**config.mk**
```make
export PLATFORM = sky130hd
export DESIGN_NAME = regfile_writeback_scheduler
export DESIGN_NICKNAME = d
export VERILOG_FILES = /design/src/rtl/regfile_writeback_scheduler_pkg.sv /design/src/rtl/regfile_writeback_scheduler_register_scoreboard.sv /design/src/rtl/regfile_writeback_scheduler.sv
export SDC_FILE = /design/constraint.sdc
export NUM_CORES = 1
export LEC_CHECK = 0
export ABC_AREA = 1
export ABC_CLOCK_PERIOD_IN_PS = 2600
export CORE_MARGIN = 3
export CORE_UTILIZATION = 40
export DETAILED_ROUTE_END_ITERATION = 8
export PLACE_DENSITY = 0.68
export SLEW_MARGIN = 5
export SYNTH_ARGS = -nofsm -noshare
export SYNTH_HDL_FRONTEND = slang
export SYNTH_HIERARCHICAL = 1
export SYNTH_SLANG_ARGS = --single-unit
```
**constraint.sdc**
```tcl
create_clock -name clock -period 2.6 [get_ports clock]
set_input_delay 0.52 -clock clock [delete_from_list [all_inputs] [get_ports clock]]
set_output_delay 0.52 -clock clock [all_outputs]
set_load 0.05 [all_outputs]
```
**src/rtl/regfile_writeback_scheduler_pkg.sv**
```systemverilog
`default_nettype none
// +----------------------------------------------------------------------+
// | regfile_writeback_scheduler_pkg: shared types/constants, rev 1.0      |
// +----------------------------------------------------------------------+
package regfile_writeback_scheduler_pkg;

   localparam int LONG_MAX          = 4;
   localparam int STARVE_LIMIT      = 3;
   localparam int OUTSTANDING_WIDTH = 3;

   typedef struct packed {
      logic [4:0]  rd_address;
      logic [31:0] data;
   } writeback_request_t;

   function automatic logic [31:0] reg_onehot(input logic [4:0] address);
      return 32'd1 << address;
   endfunction

endpackage
`default_nettype wire

```
**src/rtl/regfile_writeback_scheduler_register_scoreboard.sv**
```systemverilog
`default_nettype none
// +----------------------------------------------------------------------+
// | register_scoreboard: busy map, long-op counter, issue stall, rev 1.0  |
// +----------------------------------------------------------------------+
module register_scoreboard #(
   parameter int LONG_MAX = 4
) (
   input  logic        clock,
   input  logic        reset,
   input  logic        issue_valid,
   input  logic        issue_long,
   input  logic [4:0]  issue_rs1_address,
   input  logic [4:0]  issue_rs2_address,
   input  logic [4:0]  issue_rd_address,
   input  logic        long_accept,
   input  logic [4:0]  long_rd_address,
   output logic        issue_stall,
   output logic [31:0] busy_map,
   output logic [2:0]  outstanding
);
   import regfile_writeback_scheduler_pkg::*;

   localparam logic [2:0] LONG_MAX_COUNT = 3'(LONG_MAX);

   logic [31:0] busy_map_q, busy_map_d;
   logic [2:0]  outstanding_q, outstanding_d;
   logic        rs1_busy, rs2_busy, rd_busy, long_full;
   logic        issue_accept, long_issue, long_retire;

   always_comb begin
      rs1_busy  = (issue_rs1_address != 5'd0) && busy_map_q[issue_rs1_address];
      rs2_busy  = (issue_rs2_address != 5'd0) && busy_map_q[issue_rs2_address];
      rd_busy   = (issue_rd_address  != 5'd0) && busy_map_q[issue_rd_address];
      long_full = issue_long && (outstanding_q == LONG_MAX_COUNT);

      issue_stall  = issue_valid && (rs1_busy || rs2_busy || rd_busy || long_full);
      issue_accept = issue_valid && !issue_stall;
      long_issue   = issue_accept && issue_long;
      // A retire with nothing outstanding is a protocol error; the count floors at 0.
      long_retire  = long_accept && (outstanding_q != 3'd0);
   end

   always_comb begin
      busy_map_d = busy_map_q;
      if (long_accept) begin
         busy_map_d = busy_map_d & ~reg_onehot(long_rd_address);
      end
      // Applied after the clear so a same-cycle set wins.
      if (long_issue) begin
         busy_map_d = busy_map_d | reg_onehot(issue_rd_address);
      end
      busy_map_d[0] = 1'b0;
   end

   always_comb begin
      outstanding_d = outstanding_q;
      if (long_issue && !long_retire && (outstanding_q != LONG_MAX_COUNT)) begin
         outstanding_d = outstanding_q + 3'd1;
      end else if (long_retire && !long_issue) begin
         outstanding_d = outstanding_q - 3'd1;
      end
   end

   always_ff @(posedge clock or posedge reset) begin
      if (reset) begin
         busy_map_q    <= 32'd0;
         outstanding_q <= 3'd0;
      end else begin
         busy_map_q    <= busy_map_d;
         outstanding_q <= outstanding_d;
      end
   end

   assign busy_map    = busy_map_q;
   assign outstanding = outstanding_q;

endmodule
`default_nettype wire

```
**src/rtl/regfile_writeback_scheduler.sv**
```systemverilog
`default_nettype none
// +----------------------------------------------------------------------+
// | regfile_writeback_scheduler: short/long write-back arbiter, rev 1.0   |
// +----------------------------------------------------------------------+
module regfile_writeback_scheduler #(
   parameter int LONG_MAX     = 4,
   parameter int STARVE_LIMIT = 3
) (
   input  logic        clock,
   input  logic        reset,
   input  logic        issue_valid,
   input  logic        issue_long,
   input  logic [4:0]  issue_rs1_address,
   input  logic [4:0]  issue_rs2_address,
   input  logic [4:0]  issue_rd_address,
   output logic        issue_stall,
   input  logic        short_valid,
   input  logic [4:0]  short_rd_address,
   input  logic [31:0] short_data,
   output logic        short_ready,
   input  logic        long_valid,
   input  logic [4:0]  long_rd_address,
   input  logic [31:0] long_data,
   output logic        long_ready,
   output logic [4:0]  rf_rd_address,
   output logic [31:0] rf_write_data,
   output logic        rf_write_enable,
   output logic [31:0] busy_map
);
   import regfile_writeback_scheduler_pkg::*;

   localparam int                      STARVE_WIDTH = $clog2(STARVE_LIMIT + 1);
   localparam logic [STARVE_WIDTH-1:0] STARVE_MAX   = STARVE_WIDTH'(STARVE_LIMIT);

   logic [STARVE_WIDTH-1:0] starve_q, starve_d;
   writeback_request_t      writeback_q, writeback_d;
   logic                    write_enable_q, write_enable_d;
   logic                    force_long;
   logic                    short_accept, long_accept;
   logic [2:0]              outstanding;

   always_comb begin
      force_long   = (starve_q == STARVE_MAX);
      short_ready  = short_valid && !force_long;
      long_ready   = long_valid && (!short_valid || force_long);
      short_accept = short_valid && short_ready;
      long_accept  = long_valid && long_ready;
   end

   always_comb begin
      starve_d = starve_q;
      if (!long_valid || long_ready) begin
         starve_d = '0;
      end else if (starve_q != STARVE_MAX) begin
         starve_d = starve_q + 1'b1;
      end
   end

   // Arbitration guarantees at most one of the two accepts per cycle.
   always_comb begin
      writeback_d    = writeback_q;
      write_enable_d = 1'b0;
      if (short_accept) begin
         writeback_d.rd_address = short_rd_address;
         writeback_d.data       = short_data;
         write_enable_d         = (short_rd_address != 5'd0);
      end else if (long_accept) begin
         writeback_d.rd_address = long_rd_address;
         writeback_d.data       = long_data;
         write_enable_d         = (long_rd_address != 5'd0);
      end
   end

   always_ff @(posedge clock or posedge reset) begin
      if (reset) begin
         starve_q       <= '0;
         writeback_q    <= '0;
         write_enable_q <= 1'b0;
      end else begin
         starve_q       <= starve_d;
         writeback_q    <= writeback_d;
         write_enable_q <= write_enable_d;
      end
   end

   assign rf_rd_address   = writeback_q.rd_address;
   assign rf_write_data   = writeback_q.data;
   assign rf_write_enable = write_enable_q;

   register_scoreboard #(
      .LONG_MAX (LONG_MAX)
   ) u_scoreboard (
      .clock             (clock),
      .reset             (reset),
      .issue_valid       (issue_valid),
      .issue_long        (issue_long),
      .issue_rs1_address (issue_rs1_address),
      .issue_rs2_address (issue_rs2_address),
      .issue_rd_address  (issue_rd_address),
      .long_accept       (long_accept),
      .long_rd_address   (long_rd_address),
      .issue_stall       (issue_stall),
      .busy_map          (busy_map),
      .outstanding       (outstanding)
   );

   // The count is kept for observation only; the stall logic consumes it internally.
   logic unused_outstanding;
   assign unused_outstanding = ^outstanding;

endmodule
`default_nettype wire

```
==> results of run 1 <==
-- worst max path at each step --
stage          cells after the start  slack, ns                           to
2_1_floorplan                     11       0.09  u_scoreboard/outstanding[1]
3_3_place_gp                      18      -0.22  u_scoreboard/outstanding[2]
3_5_place_dp                      18      -0.31  u_scoreboard/outstanding[2]
4_1_cts                           12      0.008                  issue_stall
5_1_grt                           19       0.01  u_scoreboard/outstanding[2]
6_report                          11       0.09                  issue_stall
-- placed cells by master (no fill, tap or decap), drive strengths merged, types with 2 or more instances in the layout --
master / n
nand3: 171
dfrtp: 74
nand4: 33
o21ai: 68
bufinv: 2
nor2: 22
dlygate4sd2: 2
clkinvlp: 2
clkbuf: 14
a21oi: 2
inv: 63
a31oi: 2
dlymetal6s2s: 2
clkdlybuf4s50: 153
nand2: 212
buf: 50
clkinv: 3
nor3: 6
-- Yosys cell counts, types with 2 or more instances --
cell	count
sky130_fd_sc_hd__a21oi_1	2
sky130_fd_sc_hd__a31oi_1	2
sky130_fd_sc_hd__buf_12	5
sky130_fd_sc_hd__buf_2	11
sky130_fd_sc_hd__buf_4	5
sky130_fd_sc_hd__buf_6	10
sky130_fd_sc_hd__clkbuf_1	13
sky130_fd_sc_hd__clkbuf_4	3
sky130_fd_sc_hd__dfrtp_1	74
sky130_fd_sc_hd__inv_1	59
sky130_fd_sc_hd__inv_2	3
sky130_fd_sc_hd__inv_4	2
sky130_fd_sc_hd__nand2_1	208
sky130_fd_sc_hd__nand2_2	3
sky130_fd_sc_hd__nand3_1	95
sky130_fd_sc_hd__nand3_2	74
sky130_fd_sc_hd__nand3_4	2
sky130_fd_sc_hd__nand4_1	33
sky130_fd_sc_hd__nor2_1	16
sky130_fd_sc_hd__nor2_2	3
sky130_fd_sc_hd__nor2_4	3
sky130_fd_sc_hd__nor3_1	5
sky130_fd_sc_hd__o21ai_0	37
sky130_fd_sc_hd__o21ai_1	2
sky130_fd_sc_hd__o21ai_2	29
-- routing by layer --
metal	global-route usage	vias to the layer above
li1	-	2726
met1	0.325	2728
met2	0.417	272
met3	0.0498	53
met4	0.101	0
met5	0	-
-- what timing repair did --
action | in CTS | in global routing
buffers inserted | 4 | 1
pin swaps | 3 | 2
resized for setup | 19 | 18
cloned | 1 | 0
endpoints found under the setup margin | 1 | 3
-- critical path, stage by stage --
cell and delay [ns]:
sky130_fd_sc_hd__clkdlybuf4s50_1 0.49, sky130_fd_sc_hd__nor2_2 0.16, sky130_fd_sc_hd__nand2_1 0.07, sky130_fd_sc_hd__nand2_1 0.06, sky130_fd_sc_hd__inv_1 0.04, sky130_fd_sc_hd__nand2_1 0.10
sky130_fd_sc_hd__nand2_1 0.09, sky130_fd_sc_hd__nand2_2 0.10, sky130_fd_sc_hd__nor2_4 0.04, sky130_fd_sc_hd__a21boi_2 0.17, sky130_fd_sc_hd__buf_12 0.16
-- cell type report --
class                           count  area [sq um]  share of cell area
Multi-Input combinational cell    526          3030               0.389
Timing Repair Buffer              213          2120               0.272
Sequential cell                    74          1850               0.238
Inverter                           65           259              0.0333
Clock buffer                       10           229              0.0294
Tap cell                          176           220              0.0283
Clock inverter                      5          80.1              0.0103
-- logic make-up (layout without fill, tap and decap cells) --
| kind of cell | count (synthesis) | count (layout) | synth area share |
|---|---|---|---|
| simple gates | 447 | 447 | 0.447 |
| buf+inv | 112 | 293 | 0.114 |
| xor+xnor | 1 | 1 | 0.00160 |
| flops | 74 | 74 | 0.339 |
| other cells | 1 | 1 | 0.000686 |
| fa+ha+maj | 2 | 2 | 0.00595 |
| compound gates | 75 | 75 | 0.0914 |
-- sequential cells by signal, indices dropped and copies added (netlist names) --
signal,flops
rf_rd_address,5
starve_q,2
rf_write_enable,1
u_scoreboard/outstanding,3
u_scoreboard/busy_map,31
rf_write_data,32
-- power groups by stage --
| stage | clock network, mW | logic, mW | registers [mW] |
|---|---|---|---|
| 6_report | 1.32 | 1.89 | 1.51 |
| 3_3_place_gp | 0 | 1.82 | 1.53 |
| 5_1_grt | 1.39 | 2.02 | 1.53 |
| 2_1_floorplan | 0 | 0.714 | 1.93 |
| 4_1_cts | 1.34 | 1.88 | 1.51 |
| 3_5_place_dp | 0 | 1.85 | 1.53 |
-- through the flow --
stage / setup WS (ns) / util / setup TNS [ns] / std cells
2_1_floorplan: 0.0864 / - / 0 / 712
3_3_place_gp: -0.223 / 0.553 / -0.620 / 1048
3_5_place_dp: -0.311 / 0.553 / -2.88 / 1048
4_1_cts: 0.00755 / 0.585 / 0 / 1068
5_1_grt: 0.0125 / 0.586 / 0 / 1069
6_report: 0.0863 / 0.586 / 0 / 1069
==> impl_metrics.xml, run 1 <==
<?xml version="1.0" encoding="UTF-8"?>
<metrics>
  <group name="place">
    <metric name="gp_routability_congestion" unit="">1.06</metric>
    <metric name="port-buffer-count" unit="">166</metric>
    <metric name="detailedPlacementHpwl" unit="mm">14.2</metric>
    <metric name="dpl-instance-area" unit="sq mm">0.00736</metric>
  </group>
  <group name="logic_synthesis">
    <metric name="number_of_synthesized_flops_with_an_enable_pin" unit="">0</metric>
    <metric name="synth_cell_types" unit="">38</metric>
    <metric name="synth.ff_latch_count" unit="">74</metric>
    <metric name="synth_largest_type_area_fraction" unit="">0.339</metric>
    <metric name="syn_area_per_cell" unit="sq um">7.67</metric>
    <metric name="netlist_area_before_placement" unit="sq mm">0.00546</metric>
    <metric name="ys_top_cells_by_area" unit="">sky130_fd_sc_hd__dfrtp_1 (34%), sky130_fd_sc_hd__nand2_1 (14%), sky130_fd_sc_hd__nand3_2 (14%)</metric>
    <metric name="synth_ff_type" unit="">sky130_fd_sc_hd__dfrtp_1</metric>
    <metric name="async_reset_ff_frac" unit="">1.00</metric>
    <metric name="synth_area_leader_cell" unit="">sky130_fd_sc_hd__dfrtp_1</metric>
    <metric name="synthCells" unit="">712</metric>
    <metric name="synth_warnings" unit="">6</metric>
    <metric name="synth_fp_nets" unit="">809</metric>
    <metric name="ys_seq_area_frac" unit="">0.339</metric>
  </group>
  <group name="layout">
    <metric name="area_growth_syn_to_layout" unit="%">42.5</metric>
    <metric name="final_layout_size_suffix_gt1_frac" unit="">0.230</metric>
    <metric name="nFillCells" unit="">1205</metric>
    <metric name="final_nets" unit="">986</metric>
    <metric name="finalInstanceArea" unit="sq mm">0.00779</metric>
    <metric name="antennaDiodeCount" unit="">0</metric>
  </group>
  <group name="global_routing">
    <metric name="grt_first_pass_wirelength" unit="mm">29.9</metric>
    <metric name="globalRoute.totalOverflow" unit="">0</metric>
    <metric name="grt_start_max_net_pins" unit="">40</metric>
    <metric name="grtUsageTotal" unit="">0.253</metric>
    <metric name="number_of_antenna_violations_at_the_first_check_in_global_routing" unit="">0</metric>
    <metric name="first_global_vias" unit="">5722</metric>
  </group>
  <group name="hold_path">
    <metric name="hold_path.class" unit="">reg2reg</metric>
    <metric name="min_path_cells" unit="">1</metric>
    <metric name="timing.hold.worst_endpoint" unit="">starve_q[0]</metric>
    <metric name="min-delay-start" unit="">starve_q[0]</metric>
  </group>
  <group name="timing">
    <metric name="final_hold_viol_count" unit="">0</metric>
    <metric name="skew_final" unit="ns">0.0106</metric>
    <metric name="worst-slew-pin-transition" unit="ns">0.624</metric>
    <metric name="finalSetupViolations" unit="">0</metric>
    <metric name="max_freq" unit="GHz">0.398</metric>
    <metric name="fin_hold_ws" unit="ns">0.466</metric>
    <metric name="post-route-period-util" unit="">0.967</metric>
    <metric name="final_max_tran_viols" unit="">0</metric>
    <metric name="min_period" unit="ns">2.51</metric>
    <metric name="rsz0062_at_grt" unit="">false</metric>
    <metric name="max_slew_margin" unit="">0.584</metric>
  </group>
  <group name="drt">
    <metric name="dr_total_vias" unit="">5779</metric>
    <metric name="drcViolationCount" unit="">0</metric>
    <metric name="met3RoutedLength" unit="mm">1.62</metric>
    <metric name="route.detailed.vias_per_inst" unit="">5.41</metric>
    <metric name="drt_total_wl" unit="mm">18.7</metric>
    <metric name="drt-wirelength-per-cell" unit="um">17.5</metric>
    <metric name="drt_pass1_iterations" unit="">8</metric>
    <metric name="route.antenna.remaining_nets" unit="">0</metric>
    <metric name="highest_layer_used_for_signal_routing" unit="">met4</metric>
    <metric name="wl_met1" unit="mm">7.30</metric>
    <metric name="detailedRoute.firstIterationViolations" unit="">620</metric>
    <metric name="route.met2.wl" unit="mm">9.19</metric>
  </group>
  <group name="worst_setup_path">
    <metric name="setup.reg_to_reg.worst_slack" unit="ns">0.26</metric>
    <metric name="start_kind" unit="">input port</metric>
    <metric name="maximum_net_fanout_on_the_critical_path" unit="">4</metric>
    <metric name="worstSetupEndpointType" unit="">output pin</metric>
    <metric name="startpoint" unit="">issue_rs1_address[3]</metric>
    <metric name="worst_ep_required_time" unit="ns">2.08</metric>
    <metric name="r2r_start" unit="">u_scoreboard/busy_map[14]</metric>
    <metric name="critical_path.reg2reg.endpoint" unit="">u_scoreboard/outstanding[2]</metric>
    <metric name="r2r_cells" unit="">18</metric>
    <metric name="category_of_the_most_critical_setup_path" unit="">in2out</metric>
    <metric name="timing.critical_path.arrival" unit="ns">1.99</metric>
  </group>
  <group name="clock_tree">
    <metric name="insertion_delay" unit="ns">0.34</metric>
    <metric name="cts-root-to-sink-buffers" unit="">2</metric>
    <metric name="postCtsHoldBufs" unit="">0</metric>
    <metric name="cts_max_level" unit="">3</metric>
    <metric name="ctsRootBufferMaster" unit="">sky130_fd_sc_hd__clkbuf_16</metric>
    <metric name="cts.clk_slew.worst_paths" unit="ns">0.05</metric>
    <metric name="numCtsBuffers" unit="">9</metric>
    <metric name="tritoncts" unit="">done</metric>
    <metric name="clkSinkCount" unit="">74</metric>
  </group>
  <group name="die">
    <metric name="die_w" unit="um">123</metric>
    <metric name="core" unit="sq mm">0.0133</metric>
    <metric name="rows" unit="">42</metric>
    <metric name="floorplan.initialDensity" unit="">0.411</metric>
    <metric name="ios" unit="">168</metric>
    <metric name="die_y" unit="um">123</metric>
    <metric name="design.die.area" unit="sq mm">0.0151</metric>
  </group>
  <group name="power">
    <metric name="ir_drop" unit="mV">0.311</metric>
    <metric name="switching_share" unit="">0.398</metric>
    <metric name="p_int" unit="mW">2.84</metric>
    <metric name="power-per-cell-area" unit="mW/mm^2">607</metric>
    <metric name="pwr-share-seq" unit="">0.321</metric>
    <metric name="share_clk_of_total_power" unit="">0.280</metric>
    <metric name="report.power.total" unit="mW">4.72</metric>
    <metric name="switching_component_of_the_power" unit="mW">1.88</metric>
    <metric name="leakagePower" unit="nW">3.58</metric>
    <metric name="comb_power_share" unit="">0.400</metric>
  </group>
  <group name="run_status">
    <metric name="outcome" unit="">finished, final reports clean</metric>
  </group>
  <group name="run">
    <metric name="cap_viol_max_count" unit="">0</metric>
  </group>
</metrics>
Power figures use the tool's default switching activity.
==> inputs of run 2 (changes only) <==
--- a/config.mk
+++ b/config.mk
@@ -10,6 +10,7 @@
 export CORE_MARGIN = 3
 export CORE_UTILIZATION = 40
 export DETAILED_ROUTE_END_ITERATION = 8
+export HOLD_SLACK_MARGIN = 0.05
 export PLACE_DENSITY = 0.68
 export SLEW_MARGIN = 5
 export SYNTH_ARGS = -nofsm -noshare
==> results of run 2 <==
The final DEF is identical to that of run 1; final timing and power are the same.
==> RTL edit, RTL diff (config.mk and constraints of run 1) <==
`STARVE_LIMIT` is set to 3 in 2 places; all go to 6.
--- a/src/rtl/regfile_writeback_scheduler_pkg.sv
+++ b/src/rtl/regfile_writeback_scheduler_pkg.sv
@@ -5,7 +5,7 @@
 package regfile_writeback_scheduler_pkg;
 
    localparam int LONG_MAX          = 4;
-   localparam int STARVE_LIMIT      = 3;
+   localparam int STARVE_LIMIT      = 6;
    localparam int OUTSTANDING_WIDTH = 3;
 
    typedef struct packed {
--- a/src/rtl/regfile_writeback_scheduler.sv
+++ b/src/rtl/regfile_writeback_scheduler.sv
@@ -4,7 +4,7 @@
 // +----------------------------------------------------------------------+
 module regfile_writeback_scheduler #(
    parameter int LONG_MAX     = 4,
-   parameter int STARVE_LIMIT = 3
+   parameter int STARVE_LIMIT = 6
 ) (
    input  logic        clock,
    input  logic        reset,
Formal check against the unedited RTL: not equivalent (Yosys sat finds a counterexample within 4 cycles, from zero or initial values and one cycle with reset high).
==> RTL edit against run 1 <==
- sequential cell count up 1
- core utilization up 1.5 points
- synthesized area down 3.4%
- power up 0.50%
- non-clock buffer count up 9
- count of clock-buffer cells in the layout up 1
- worst setup slack better by 0.044 ns
- routed wire length up 7.7%
- final area down 1.4%
- cell count up 1.1%
- critical endpoint unchanged
- largest cell class unchanged
- first-iteration DRC count up 0.16%
==> RTL edit: results (changes against run 1) <==
layout:
  multi_input_cells: 531  # was 526
  drive_above_1_share_pct: 18.3  # was 23.0%
  n_all_buffers: 222  # was 213
  bufAreaShareNonClock_pct: 28.5  # was 27.2%
  diodes: 0  # unchanged
  nets: 1002  # was 986
  fillers: 1174  # was 1205
  clock_buffers: 11  # was 10
  final_cell_area_um2: 7670  # was 7790 um2
  final-seq-area_um2: 1880  # was 1850 um2
  multi_input_area_share_pct: 36.8  # was 38.9%
  clk_share_pct: 4.06  # was 3.97%
placed_design:
  placed_cells: 1058  # was 1048
  pre_cts_slack_ns: -0.341  # was -0.311 ns
  post-dp-hpwl_mm: 15.0  # was 14.2 mm
  place_area_um2: 7210  # was 7360 um2
  globalplace.congestion: 0.960  # was 1.06
power_and_ir_drop:
  clockPowerShare_pct: 27.4  # was 28.0%
  ir_drop_uv: 410  # was 311 uV
  leakage_nw: 3.47  # was 3.58 nW
  switching_share_pct: 40.2  # was 39.8%
  power_mw: 4.75  # was 4.72 mW
global_routing:
  grtUsageMet2_pct: 45.0  # was 41.7%
  grt_pass1_vias: 5897  # was 5722
  grt_pass1_wl_mm: 31.4  # was 29.9 mm
  grt_max_degree: 75  # was 40
  grt_use_met1_pct: 35.8  # was 32.5%
  gr-usage-met3_pct: 5.83  # was 4.98%
  antenna_found_initial: 0  # unchanged
worst_setup_path:
  worstPathArrival_ns: 1.95  # was 1.99 ns
  r2r_start: "u_scoreboard/busy_map[10]$_DFF_PP0_"  # was u_scoreboard/busy_map[14]$_DFF_PP0_
  worst_path_largest_cell_delay_ns: 0.49  # about the same
  reg2reg_depth: 17  # was 18
outcome:
  status: "complete, no violations"  # unchanged
yosys:
  seq_area_frac_synth_pct: 35.5  # was 33.9%
  synthTopCellsByCount: "nand3_1 (184), nand2_1 (175), dfrtp_1 (75)"  # was nand2_1 (208), nand3_1 (95), dfrtp_1 (74), nand3_2 (74), inv_1 (59)
  ys_top_cells_by_area: "dfrtp_1 (36%), nand3_1 (17%), nand2_1 (12%)"  # was dfrtp_1 (34%), nand2_1 (14%), nand3_2 (14%)
  synth-xor-area-share_pct: 0.332  # was 0.160%
  synth_nets: 820  # was 809
  syn_inst: 722  # was 712
  synth_compound_area_share_pct: 9.62  # was 9.14%
  yosysUniqueCellTypes: 37  # was 38
floorplanning:
  die_x_um: 121  # was 123 um
drt:
  drtPass1Iterations: 5  # was 8
  met3_length_mm: 1.41  # was 1.62 mm
  drt-met1-wl_mm: 8.34  # was 7.30 mm
  drtIter0Drc: 621  # was 620
  met2_length_mm: 9.77  # was 9.19 mm
  vias: 5979  # was 5779
  postRouteWirelength_mm: 20.2  # was 18.7 mm
  wl_per_cell_um: 18.7  # was 17.5 um
worst_hold_path:
  hold_class: "in -> async"  # was reg -> reg
timing:
  fin_skew_ns: 0.00943  # was 0.0106 ns
  tightest_slew_ns: 0.815  # was 0.624 ns
  setup_viol_count_final: 0  # unchanged
  hold_slack_ns: 0.380  # was 0.466 ns
cts:
  clock_sinks: 75  # was 74
  cts-resized-gates: 23  # was 19
  clk_pin_slew_worst_paths_ns: 0.06
  cts_root_buf: "clkbuf_16"  # unchanged
RTL edit: worst max-delay path by stage:
stage / from / endpoint / slack (ns) / cells after the start
2_1_floorplan: starve_q[0]$_DFFE_PP0P_ / u_scoreboard/outstanding[1]$_DFFE_PP0P_ / 0.005 / 12
3_3_place_gp: issue_rs1_address[1] / u_scoreboard/outstanding[2]$_DFFE_PP0P_ / -0.29 / 17
3_5_place_dp: issue_rs1_address[1] / u_scoreboard/outstanding[2]$_DFFE_PP0P_ / -0.34 / 17
4_1_cts: issue_rs2_address[1] / issue_stall / 0.005 / 9
5_1_grt: u_scoreboard/busy_map[22]$_DFF_PP0_ / issue_stall / 0.01 / 13
6_report: issue_rd_address[2] / issue_stall / 0.13 / 10
RTL edit: cells by family after synthesis:
family / after synthesis
adders and majority gates: 3
AOI/OAI and AO/OA: 76
xor gates and xnor gates: 2
buffers and inverters: 116
DFF: 75
and+or+nand+nor: 449
other: 1
